==> config.mk <==
export PLATFORM = sky130hd
export DESIGN_NAME = apb_req_arbiter
export DESIGN_NICKNAME = d
export VERILOG_FILES = /design/src/rtl/apb_req_arbiter.sv
export SDC_FILE = /design/constraint.sdc
export NUM_CORES = 1
export LEC_CHECK = 0
export ABC_AREA = 1
export BUFFER_PORTS_ARGS = -buffer_cell sky130_fd_sc_hd__buf_4
export CAP_MARGIN = 20
export CORE_UTILIZATION = 40
export DETAILED_ROUTE_END_ITERATION = 6
export PLACE_DENSITY_LB_ADDON = 0.08
export SYNTH_ARGS = -nofsm -noshare
export SYNTH_HDL_FRONTEND = slang
export SYNTH_SLANG_ARGS = --single-unit
==> constraint.sdc <==
create_clock -name PCLK -period 6.7 [get_ports PCLK]
set_input_delay 0.335 -clock PCLK [delete_from_list [all_inputs] [get_ports PCLK]]
set_output_delay 0.335 -clock PCLK [all_outputs]
set_load 0.01 [all_outputs]
==> src/rtl/apb_req_arbiter.sv <==
// ---------------------------------------------------------------------------
// apb_req_arbiter
// Two-port request arbiter in front of an APB master internal port. Each
// requester owns a one-entry buffer; buffered requests are issued one at a
// time to the master and the completion (with read data) is routed back to
// the requester that issued it.
//
// Parameters
//   RR_EN        1 = round-robin between the two ports, 0 = port 0 always wins
// Ports
//   PCLK, PRESET             clock (rising edge), async active-high reset
//   pN_transfer              one-cycle request pulse from requester N
//   pN_addr/wdata/write      request fields, sampled with pN_transfer
//   pN_ready                 one-cycle completion pulse to requester N
//   pN_rdata                 read data, held until the port's next completion
//   pN_busy                  request of port N pending or in service
//   pN_err                   one-cycle pulse when a pN_transfer was dropped
//   m_transfer               one-cycle issue pulse to the APB master
//   m_addr/wdata/write       request presented to the APB master
//   m_ready, m_rdata         master completion and read data
// ---------------------------------------------------------------------------
module apb_req_arbiter #(
    parameter bit RR_EN = 1'b1
) (
    input  logic        PCLK,
    input  logic        PRESET,
    input  logic        p0_transfer,
    input  logic [31:0] p0_addr,
    input  logic [31:0] p0_wdata,
    input  logic        p0_write,
    output logic        p0_ready,
    output logic [31:0] p0_rdata,
    output logic        p0_busy,
    output logic        p0_err,
    input  logic        p1_transfer,
    input  logic [31:0] p1_addr,
    input  logic [31:0] p1_wdata,
    input  logic        p1_write,
    output logic        p1_ready,
    output logic [31:0] p1_rdata,
    output logic        p1_busy,
    output logic        p1_err,
    output logic        m_transfer,
    output logic [31:0] m_addr,
    output logic [31:0] m_wdata,
    output logic        m_write,
    input  logic        m_ready,
    input  logic [31:0] m_rdata
);

    typedef enum logic [1:0] {
        IDLE   = 2'd0,
        SETUP  = 2'd1,
        ACCESS = 2'd2
    } state_t;

    state_t      state_r;
    state_t      state_next_s;

    logic [1:0]  xfer_s;
    logic [31:0] in_addr_s  [2];
    logic [31:0] in_wdata_s [2];
    logic [1:0]  in_write_s;

    logic [1:0]  pend_r;
    logic [31:0] addr_r  [2];
    logic [31:0] wdata_r [2];
    logic [1:0]  write_r;

    // Port granted by the most recent issue; doubles as the round-robin
    // history. Reset to 1 so that port 0 wins the first contest.
    logic        gnt_r;

    logic        issue_s;
    logic        win_s;
    logic        sel_s;
    logic        drive_s;
    logic        complete_s;

    logic [1:0]  ready_r;
    logic [1:0]  err_r;
    logic [31:0] rdata_r [2];

    assign xfer_s        = {p1_transfer, p0_transfer};
    assign in_addr_s[0]  = p0_addr;
    assign in_addr_s[1]  = p1_addr;
    assign in_wdata_s[0] = p0_wdata;
    assign in_wdata_s[1] = p1_wdata;
    assign in_write_s    = {p1_write, p0_write};

    // Next-state logic and winner selection for the issue slot in IDLE
    always_comb begin
        state_next_s = state_r;
        issue_s      = 1'b0;
        win_s        = 1'b0;
        case (state_r)
            IDLE: begin
                if (pend_r != 2'b00) begin
                    issue_s      = 1'b1;
                    state_next_s = SETUP;
                    if (pend_r == 2'b11) begin
                        if (RR_EN) begin
                            win_s = ~gnt_r;
                        end else begin
                            win_s = 1'b0;
                        end
                    end else begin
                        win_s = pend_r[1];
                    end
                end else begin
                    state_next_s = IDLE;
                end
            end
            // The master's slave mux may already show ready here; ignore it.
            SETUP: begin
                state_next_s = ACCESS;
            end
            ACCESS: begin
                if (m_ready) begin
                    state_next_s = IDLE;
                end else begin
                    state_next_s = ACCESS;
                end
            end
            default: begin
                state_next_s = IDLE;
            end
        endcase
    end

    assign complete_s = (state_r == ACCESS) && m_ready;
    // During the issue cycle the grant is not yet recorded, so use the winner.
    assign sel_s      = issue_s ? win_s : gnt_r;
    assign drive_s    = issue_s || (state_r != IDLE);

    // Master-side request fields: granted buffer while active, zero otherwise
    always_comb begin
        m_transfer = issue_s;
        if (drive_s) begin
            m_addr  = addr_r[sel_s];
            m_wdata = wdata_r[sel_s];
            m_write = write_r[sel_s];
        end else begin
            m_addr  = 32'd0;
            m_wdata = 32'd0;
            m_write = 1'b0;
        end
    end

    // FSM state register
    always_ff @(posedge PCLK or posedge PRESET) begin
        if (PRESET) begin
            state_r <= IDLE;
        end else begin
            state_r <= state_next_s;
        end
    end

    // Last-grant register, refreshed on every issue
    always_ff @(posedge PCLK or posedge PRESET) begin
        if (PRESET) begin
            gnt_r <= 1'b1;
        end else if (issue_s) begin
            gnt_r <= win_s;
        end
    end

    // Per-port request buffers; a pulse is only accepted while not busy
    always_ff @(posedge PCLK or posedge PRESET) begin
        if (PRESET) begin
            pend_r  <= 2'b00;
            write_r <= 2'b00;
            for (int i = 0; i < 2; i++) begin
                addr_r[i]  <= 32'd0;
                wdata_r[i] <= 32'd0;
            end
        end else begin
            for (int i = 0; i < 2; i++) begin
                if (complete_s && (gnt_r == 1'(i))) begin
                    pend_r[i] <= 1'b0;
                end else if (xfer_s[i] && !pend_r[i]) begin
                    pend_r[i]  <= 1'b1;
                    addr_r[i]  <= in_addr_s[i];
                    wdata_r[i] <= in_wdata_s[i];
                    write_r[i] <= in_write_s[i];
                end
            end
        end
    end

    // Requester-side responses: completion pulse, read data, overrun pulse
    always_ff @(posedge PCLK or posedge PRESET) begin
        if (PRESET) begin
            ready_r <= 2'b00;
            err_r   <= 2'b00;
            for (int i = 0; i < 2; i++) begin
                rdata_r[i] <= 32'd0;
            end
        end else begin
            for (int i = 0; i < 2; i++) begin
                ready_r[i] <= complete_s && (gnt_r == 1'(i));
                // pend_r is still set in the completion cycle, so a pulse
                // there is dropped as well.
                err_r[i]   <= xfer_s[i] && pend_r[i];
                if (complete_s && (gnt_r == 1'(i))) begin
                    rdata_r[i] <= m_rdata;
                end
            end
        end
    end

    assign p0_ready = ready_r[0];
    assign p1_ready = ready_r[1];
    assign p0_rdata = rdata_r[0];
    assign p1_rdata = rdata_r[1];
    assign p0_busy  = pend_r[0];
    assign p1_busy  = pend_r[1];
    assign p0_err   = err_r[0];
    assign p1_err   = err_r[1];

endmodule

==> summary.md, run 1 <==
| Metric | Value |
|---|---|
| Vias per cell | 4.839 |
| Hold buffers post-CTS | 0 |
| Worst Max-Slew Pin Slew | 0.9853 ns |
| Gate power share | 0.498 |
| FF+latch count, synth | 203 |
| Synth warn | 0 |
| CP bufs+invs | 2 |
| Peak Freq | 0.2908 GHz |
| Post-Route Skew | 0.01745 ns |
| CP peak stage delay | 0.71 ns |
| Sequential share of power | 0.309 |
| Final Net Count | 1,618 |
| # DRC | 0 |
| Area Growth Syn to Fin | 31.56% |
| RSZ-0062 raised after global routing | false |
| Syn_nets | 1,372 |
| Switching share of power | 0.4012 |
| Area of the die | 0.02440 sq mm |
| Critical path type | reg2out |
| Hold Violations, Final | 0 |
| Initial antenna violation count | 1 |
| PwrDens | 539.8 mW/mm^2 |
| Pleak | 7.088 nW |
| DP Area | 0.01173 sq mm |
| Diodes inserted | 0 |
| DR vias | 8,642 |
| Tot Pwr | 0.006754 W |
| Die width | 156.2 um |
| Psw | 0.002710 W |
| Critical Path RT | 6.36 ns |
| EDFF count, synth | 0 |
| Final Critical Period | 3.439 ns |
| CTS clock-pin slew for the worst setup and hold paths | 0.06 ns |
| Core ar. | 0.02340 sq mm |
| Post-CTS resize count | 0 |
| Critical path cell sequence | nor2_2, nand2_1, nand2_4, buf_4, a21oi_1, nor2_1, buf_4 |
| Maximum VDD drop | 250.1 uV |
| Clock buffer depth | 3 |
| Final estimated routing congestion in global placement | 0.7874 |
| H-tree depth | 1 |
| CTS root buffer | clkbuf_16 |
| Critical Path Slowest Stage Cell | buf_4 |
| Crit path DAT | 3.10 ns |
| Final instance area | 0.01251 sq mm |
| Clk_lat worst skew | 0.50 ns |
| Sink Count | 203 |
| Setup TNS | 0 ns |
| Final setup vio count | 0 |
| Fin. max-slew vios | 0 |
| Seq/Total Area, Yosys | 0.5343 |
| Critical Path Source Type | flop |
| DRT Wirelength | 27.84 mm |
| Mapped Avg Cell Area | 7.892 sq um |
| WL per Instance | 15.59 um |
| Final period utilization | 0.5133 |
| Layout fillers | 2,323 |
| First-pass DRT Iterations | 5 |
| First-pass GRT wire length | 44.04 mm |
| FP Rows | 56 |
| Crit-path most repeated cell | buf_4 |
| Top FF cell, synth | dfrtp_1 |
| Starting DRC count in detailed routing | 492 |
| Min-delay worst type | in2async |
| Multi-input logic area | 0.003481 sq mm |
| Delay-heaviest family, CP | simple AND/OR/NAND/NOR gates |
| Max-cap viol count | 0 |
| Synth async-reset ratio | 1.000 |
| Die height | 156.2 um |
| CP endpoint kind | output pin |
| CTS tree | built |
| IO Pins | 303 |
| Post-CTS setup buffers | 0 |
| Max-slew headroom | 0.3432 |
| Vias in the first global route | 8,230 |
| Crit-path max FO | 72 |
| Status | finished, final reports clean |
| Internal power | 0.004044 W |
| Initial cell density of the core | 0.4064 |
| Mapped Area | 0.009510 sq mm |
| CTS Buf Count | 23 |
| Post-route ant nets | 0 |
| Synth Instances | 1,205 |
| Hpwl dp | 17.48 mm |
| Total gr overflow | 0 |
| Clock power frac | 0.192 |
| Netlist cell types | 20 |
| GRT Util Overall | 0.2280 |
| Largest net degree at the start of global routing | 138 |
| Share of cells above drive strength 1 | 0.2474 |
| Port buffer count | 302 |
| Sequential Area | 0.005081 sq mm |
-- power by group through the flow --
stage                     combinational (W)  sequential (W)  clock (W)
after floorplan                     0.00197         0.00212          0
after global placement              0.00338         0.00209          0
after detailed placement            0.00341         0.00210          0
after CTS                           0.00341         0.00209    0.00133
after global routing                0.00378         0.00216    0.00138
final                               0.00337         0.00209    0.00130
-- per-stage QoR --
step	utilization	worst slack [ns]	cells	hold WS (ns)
6_report	0.5346	3.261	1786	0.01489
5_1_grt	0.5346	3.020	1786	0.03862
4_1_cts	0.5346	3.191	1786	0.01818
3_5_place_dp	0.5011	3.730	1745	0.4580
3_3_place_gp	0.5011	3.778	1745	0.4533
2_1_floorplan	-	0.8276	1205	0.4389
-- Yosys cell counts (3+ instances only) --
cell type  number  share of area
o21ai_1        32          0.017
nor2_1         67          0.026
a21oi_1        67          0.035
nand2_2         3         0.0020
nand2_1       398           0.16
buf_1           7         0.0028
nand3_1       196           0.10
dfrtp_1       202           0.53
clkbuf_1       13         0.0051
buf_2          45          0.024
inv_1         109          0.043
buf_6          15          0.018
o21ai_0        34          0.018
buf_4           8         0.0063
-- path summary, 6_finish.rpt --
kind / from / to / slack [ns] / cells past startpoint
hold reg to reg: wdata_r[21] / wdata_r[21] / 0.47 / 2
max in group asynchronous: PRESET / wdata_r[22] / 5.11 / 3
setup / recovery: state_r[1] / m_write / 3.26 / 7
setup reg to reg: gnt_r / addr_r[37] / 4.03 / 7
hold / removal: PRESET / wdata_r[0] / 0.01 / 2
min in group PCLK: p0_transfer / err_r[0] / 0.04 / 3
-- final cells by class --
type,instances,share of cell area
Clock inverter,8,0.009700
Tap cell,319,0.03190
Sequential cell,203,0.4061
Clock buffer,33,0.05300
Multi-Input combinational cell,800,0.2782
Timing Repair Buffer,312,0.1872
Inverter,111,0.03390
-- cell usage in the layout (no fill, tap or decap) --
master and n:
inv_8 1, inv_1 108, clkbuf_16 23, nand3_1 195
a21oi_1 67, clkinvlp_4 1, inv_2 2, nand2_1 396
clkbuf_1 5, nor2_4 2, buf_4 312, nand3_2 1
nor2_2 2, clkinv_4 1, nor2_1 65, clkinv_2 3
nand2_2 2, o21ai_0 34, nand2_4 3, dfrtp_1 202
nand3_4 1, dfstp_2 1, clkbuf_8 5, bufinv_16 3
o21ai_1 32
-- state kept, by name (all words and copies together), names as in the netlist --
register and count:
addr_r 64, err_r 2, gnt_r 1, p0_rdata 32
p1_rdata 32, pend_r 2, ready_r 2, state_r 2
wdata_r 64, write_r 2
-- logic make-up after synthesis --
group,count (synthesis),share of synthesized area
buffers and inverters,202,0.1047
AO/OA/AOI/OAI,133,0.06999
AND/OR/NAND/NOR,667,0.2910
flip-flops,203,0.5343
-- routing by layer --
layer,up-vias,GRT usage,wire length (um)
li1,4277,-,-
met1,4026,0.3085,12050
met2,286,0.3544,12600
met3,51,0.07056,2499
met4,2,0.05742,682
met5,-,0,9
Note: power is estimated with default switching activity, not from simulation.
==> inputs of run 2 (changes only) <==
ABC_AREA = 0   (was 1)
clock period = 2.8 ns   (was 6.7 ns; I/O delays follow)
==> run 2 against run 1 <==
Net effect:
- clock power rose by 110%
- flip-flop and latch count unchanged
- via count down 26%
- utilization increased by 12 points
- hold slack gained 0.042 ns
- combinational power rose by 120%
==> summary.md, run 2 <==
| Metric | Value |
|---|---|
| Status | finished, final reports clean |
| Critical path type | reg2out |
| DP Area | 0.01101 sq mm |
| Initial antenna violation count | 1 |
| Post-CTS resize count | 0 |
| Netlist cell types | 25 |
| Area Growth Syn to Fin | 58.01% |
| Critical Path Source Type | flop |
| CTS Buf Count | 23 |
| Sink Count | 203 |
| Post-Place Setup Slack | 0.7347 ns |
| H-tree depth | 1 |
| Final estimated routing congestion in global placement | 0.7958 |
| Post-CTS setup buffers | 0 |
| Final Net Count | 1,160 |
| Final Critical Period | 2.559 ns |
| Port buffer count | 302 |
| Inst Count DP | 1,073 |
| RSZ-0062 raised after global routing | false |
| DR vias | 6,357 |
| Max-cap viol count | 0 |
| Die height | 147.4 um |
| Crit path DAT | 2.42 ns |
| Peak Freq | 0.3907 GHz |
| DRT Wirelength | 23.63 mm |
| PnR worst setup slack | 0.2407 ns |
| Core ar. | 0.02049 sq mm |
| Multi-input logic area | 0.003147 sq mm |
| Post-synth top cells | 202 x dfrtp_1, 142 x mux2_2, 65 x a22o_1 |
| CTS clock-pin slew for the worst setup and hold paths | 0.06 ns |
| Synth async-reset ratio | 1.000 |
| EDFF count, synth | 0 |
| Layout fillers | 1,476 |
| Fin cells | 1,280 |
| WL per Instance | 18.46 um |
| Starting DRC count in detailed routing | 141 |
| Top-count cell post-synth | dfrtp_1 |
| GRT Util Overall | 0.2189 |
| IO Pins | 303 |
| First-pass DRT Iterations | 4 |
| Mapped Area | 0.008462 sq mm |
| Sequential Area | 0.005081 sq mm |
| CP endpoint kind | output pin |
| Area of the die | 0.02174 sq mm |
| Top FF cell, synth | dfrtp_1 |
| Most common cell after layout, fill and taps aside | buf_4 |
| Hpwl dp | 14.87 mm |
| Die width | 147.4 um |
| Post-Route Skew | 0.01490 ns |
| Vias in the first global route | 7,141 |
| Synth Instances | 523 |
| Critical Path RT | 2.66 ns |
| Leading cell types in the layout, fill and taps excluded | 311 x buf_4, 202 x dfrtp_1, 165 x dlygate4sd3_1 |
| Clk_lat worst skew | 0.50 ns |
| Synth warn | 0 |
| FP Rows | 52 |
| Maximum VDD drop | 844.8 uV |
| Max-slew headroom | 0.4683 |
| Syn_nets | 690 |
| Final setup vio count | 0 |
| Initial cell density of the core | 0.4129 |
| Hold_ws | 0.05704 ns |
| CTS tree | built |
| Mapped Avg Cell Area | 16.18 sq um |
| Setup TNS | 0 ns |
| Final instance area | 0.01337 sq mm |
| Synth area leader | dfrtp_1 |
| Total gr overflow | 0 |
| Worst Max-Slew Pin Slew | 0.7959 ns |
| Clock buffer depth | 3 |
| Crit-path max FO | 32 |
| First-pass GRT wire length | 37.67 mm |
| Main area contributors after synthesis | dfrtp_1 60%, mux2_2 19%, mux2_4 8.9% |
| Hold buffers post-CTS | 165 |
| Biggest registers after layout | addr_r: 64 flops, wdata_r: 64 flops |
| Share of cells above drive strength 1 | 0.5431 |
| Final period utilization | 0.9140 |
| # DRC | 0 |
| PwrDens | 1161 mW/mm^2 |
| CTS root buffer | clkbuf_16 |
| Min-delay worst type | in2reg |
| Post-route ant nets | 0 |
| Seq/Total Area, Yosys | 0.6005 |
| Pleak | 6.301 nW |
| Vias per cell | 4.966 |
| Largest net degree at the start of global routing | 66 |
| Top cell type's share of synthesized area | 0.5974 |
| Hold Violations, Final | 0 |
| Fin. max-slew vios | 0 |
| FF+latch count, synth | 203 |
## run 2: changes by cell type after synthesis, sizes merged, moves of 63 or more
cell | before | now
a21oi | 67 | 1
nor2 | 69 | 6
nand2 | 401 | 1
o21ai | 66 | 0
a22o | 0 | 65
mux2 | 0 | 195
inv | 111 | 2
nand3 | 197 | 0
## run 2: layer usage
metal  vias up  routed length, um  GRT usage
li1       2869                  -          -
met1      3192               9196     0.2552
met2       240              11980     0.3875
met3        56               1594    0.05833
met4         0                852    0.07680
met5         -                  0          0
## run 2: final timing paths
path                                 start            to  slack [ns]  depth (start not counted)
worst min register to register  addr_r[16]    addr_r[16]        0.50                          1
worst max register to register       gnt_r   wdata_r[63]        0.86                          4
worst min-delay path               m_ready    state_r[1]        0.06                          3
max in group asynchronous           PRESET  p1_rdata[19]        1.64                          4
min in group asynchronous           PRESET    addr_r[44]        0.36                          3
worst max-delay path            state_r[0]    m_addr[12]        0.24                          5
## run 2: per-stage QoR
step             util  total power [W]
6_report       0.6524          0.01553
5_1_grt        0.6524          0.01641
4_1_cts        0.6523          0.01565
3_5_place_dp   0.5373          0.01259
3_3_place_gp   0.5373          0.01239
2_1_floorplan       -         0.009299
## run 2: critical path, cell delays in order, from the launching register on
cell     delay (ns)
dfrtp_1        0.47
nor2_1         0.43
a31o_2         0.27
buf_4          0.37
a22o_1         0.23
buf_4          0.13
## run 2: area by class of cell
cell class	count	area share
clock inverters	4	0.001965
diodes	1	0.0001872
well taps	270	0.02527
multi-input cells	282	0.2354
clock buffers	37	0.05072
flip-flops and latches	203	0.3800
repair buffers	481	0.3056
inverters	2	0.0008422
## run 2: cell families after synthesis
group,count (synthesis),synth area share
muxes,195,0.2817
AOI/OAI and AO/OA,72,0.07305
and+or+nand+nor,15,0.01464
DFF,203,0.6005
buffers and inverters,38,0.03016
## run 2: power by group
part	total (W)	switching, W	leakage [nW]	internal (W)
combinational	0.00747	0.00315	3.51	0.00432
sequential	0.00527	0.000869	2.44	0.00440
clock	0.00278	0.00113	0.343	0.00165
total	0.0155	0.00515	6.30	0.0104
==> inputs of run 3 (changes only) <==
ABC_AREA = 1   (was 0)
==> run 3 against run 2 <==
Net effect:
- non-clock buffer count grew 7
- maximum frequency shrank 4.4%
- design area grew 7.7%
- utilization shrank 3.7 points
- sequential power shrank 5.1%
- total power grew 7.0%
- critical endpoint is now m_wdata[6]
- via count grew 46%
- count of clock-buffer cells in the layout shrank 10
- combinational power grew 14%
- wire length grew 26%
- largest power group unchanged
- first-iteration DRC count grew to 4.4 times the previous value
- setup slack lost 0.12 ns
==> summary.md, run 3 (synthesized netlist as in run 1, its figures left out) <==
| Metric | Value |
|---|---|
| Status | finished, final reports clean |
| Maximum VDD drop | 641.2 uV |
| IO Pins | 303 |
| Setup TNS | 0 ns |
| Max-slew headroom | 0.4322 |
| Switching share of power | 0.4020 |
| Post-Route Skew | 0.02705 ns |
| Final instance area | 0.01440 sq mm |
| Critical Path Slowest Stage Cell | dfstp_2 |
| Inst Count DP | 1,755 |
| Die width | 156.2 um |
| CTS clock-pin slew for the worst setup and hold paths | 0.06 ns |
| Layout fillers | 2,096 |
| Post-route ant nets | 0 |
| Hold_ws | 0.3509 ns |
| Fin cells | 1,965 |
| Critical Path RT | 2.66 ns |
| DR vias | 9,291 |
| GRT Util Overall | 0.2411 |
| Vias per cell | 4.728 |
| Critical path type | reg2out |
| Biggest registers after layout | addr_r: 64 flops, wdata_r: 64 flops |
| CTS tree | built |
| # DRC | 0 |
| Critical path cell sequence | inv_2, nand2_1, nand3_4, buf_12, nand3_1, nand2_1, nor2_1, buf_4 |
| Crit path DAT | 2.54 ns |
| CP endpoint kind | output pin |
| Total gr overflow | 0 |
| H-tree depth | 1 |
| Leading cell types in the layout, fill and taps excluded | 396 x nand2_1, 311 x buf_4, 202 x dfrtp_1 |
| Final period utilization | 0.9560 |
| Vias in the first global route | 9,243 |
| Min-delay worst type | in2async |
| Clock power frac | 0.187 |
| CTS Buf Count | 23 |
| Area Growth Syn to Fin | 51.45% |
| CP bufs+invs | 3 |
| FP Rows | 56 |
| DRT Wirelength | 29.74 mm |
| Starting DRC count in detailed routing | 616 |
| Hpwl dp | 18.02 mm |
| FF-to-FF Start | state_r[1] |
| Reg2reg path depth | 7 |
| Peak Freq | 0.3736 GHz |
| Critical Path Source Type | flop |
| Clk_lat worst skew | 0.52 ns |
| Final Net Count | 1,795 |
| CP peak stage delay | 0.56 ns |
| Sequential Area | 0.005081 sq mm |
| Sink Count | 203 |
| Crit-path most repeated cell | nand2_1 |
| Fin. max-slew vios | 0 |
| Max-cap viol count | 0 |
| Tot Pwr | 0.01661 W |
| Largest net degree at the start of global routing | 131 |
| DP Area | 0.01192 sq mm |
| Area of the die | 0.02440 sq mm |
| Final Critical Period | 2.677 ns |
| PwrDens | 1153 mW/mm^2 |
| Hold Violations, Final | 0 |
| Psw | 0.006678 W |
| Reg2Reg Setup Slack | 0.85 ns |
| Final setup vio count | 0 |
| Pleak | 7.894 nW |
| Core ar. | 0.02340 sq mm |
| WL per Instance | 15.13 um |
| Most common cell after layout, fill and taps aside | nand2_1 |
| Internal power | 0.009933 W |
| First-pass GRT wire length | 46.85 mm |
| Delay-heaviest family, CP | simple AND/OR/NAND/NOR gates |
| First-pass DRT Iterations | 5 |
| Die height | 156.2 um |
| Worst reg2reg endpoint | wdata_r[12] |
| Crit-path max FO | 81 |
| Clock buffer depth | 3 |
| Gate power share | 0.512 |
| Initial antenna violation count | 1 |
| CTS root buffer | clkbuf_16 |
| Final estimated routing congestion in global placement | 0.7772 |
| Initial cell density of the core | 0.4064 |
| Port buffer count | 302 |
| Worst Max-Slew Pin Slew | 0.8500 ns |
| Multi-input logic area | 0.003503 sq mm |
| Post-CTS setup buffers | 0 |
| Sequential share of power | 0.301 |
| Share of cells above drive strength 1 | 0.2310 |
## run 3: metrics by stage
step	util	setup slack (ns)
after detailed placement	0.5095	0.5946
after floorplan	-	0.03052
after global routing	0.6155	-0.007454
after CTS	0.6143	0.04658
final	0.6155	0.1232
after global placement	0.5095	0.5937
## run 3: worst register-to-register path, cell delays in order (launching register included)
cell and delay, ns:
dfrtp_1 0.42, nand2_1 0.11, nor2_2 0.23, nand2_4 0.22, nand2_2 0.45, buf_12 0.30, nand2_1 0.09, nand2_1 0.07
## run 3: power by group through the flow
| stage | Combinational [W] | Clock, W | Sequential [W] |
|---|---|---|---|
| after floorplan | 0.00472 | 0 | 0.00508 |
| after global placement | 0.00819 | 0 | 0.00498 |
| after detailed placement | 0.00828 | 0 | 0.00501 |
| after CTS | 0.00848 | 0.00320 | 0.00498 |
| after global routing | 0.00947 | 0.00331 | 0.00517 |
| final | 0.00850 | 0.00311 | 0.00500 |
## run 3: final cells by class
class                   instances  share of cell area
flip-flops and latches        203              0.3528
repair buffers                488              0.2921
multi-input cells             801              0.2432
clock buffers                  27             0.04378
inverters                     111             0.02919
well taps                     319             0.02771
clock inverters                15             0.01103
diodes                          1           0.0001737
## run 3: how the worst max path moves through the flow
stage	start	end	cells past startpoint
2_1_floorplan	PRESET	addr_r[0]	1
3_3_place_gp	gnt_r	m_wdata[2]	7
3_5_place_dp	gnt_r	m_wdata[2]	7
4_1_cts	gnt_r	m_wdata[10]	7
5_1_grt	pend_r[0]	m_addr[17]	8
6_report	gnt_r	m_wdata[6]	8
## run 3: timing repair
action	4_1_cts	5_1_grt
hold endpoints to repair	224	0
gates resized for setup	0	3
endpoints found under the setup margin	0	39
hold buffers	166	0
## run 3: per-layer routing
metal  vias up  track usage  part of all wire
met4         0      0.07937             0.029
met5         -            0                 0
li1       4629            -                 -
met2       338       0.4007              0.47
met3        56      0.05639             0.072
met1      4268       0.3092              0.43
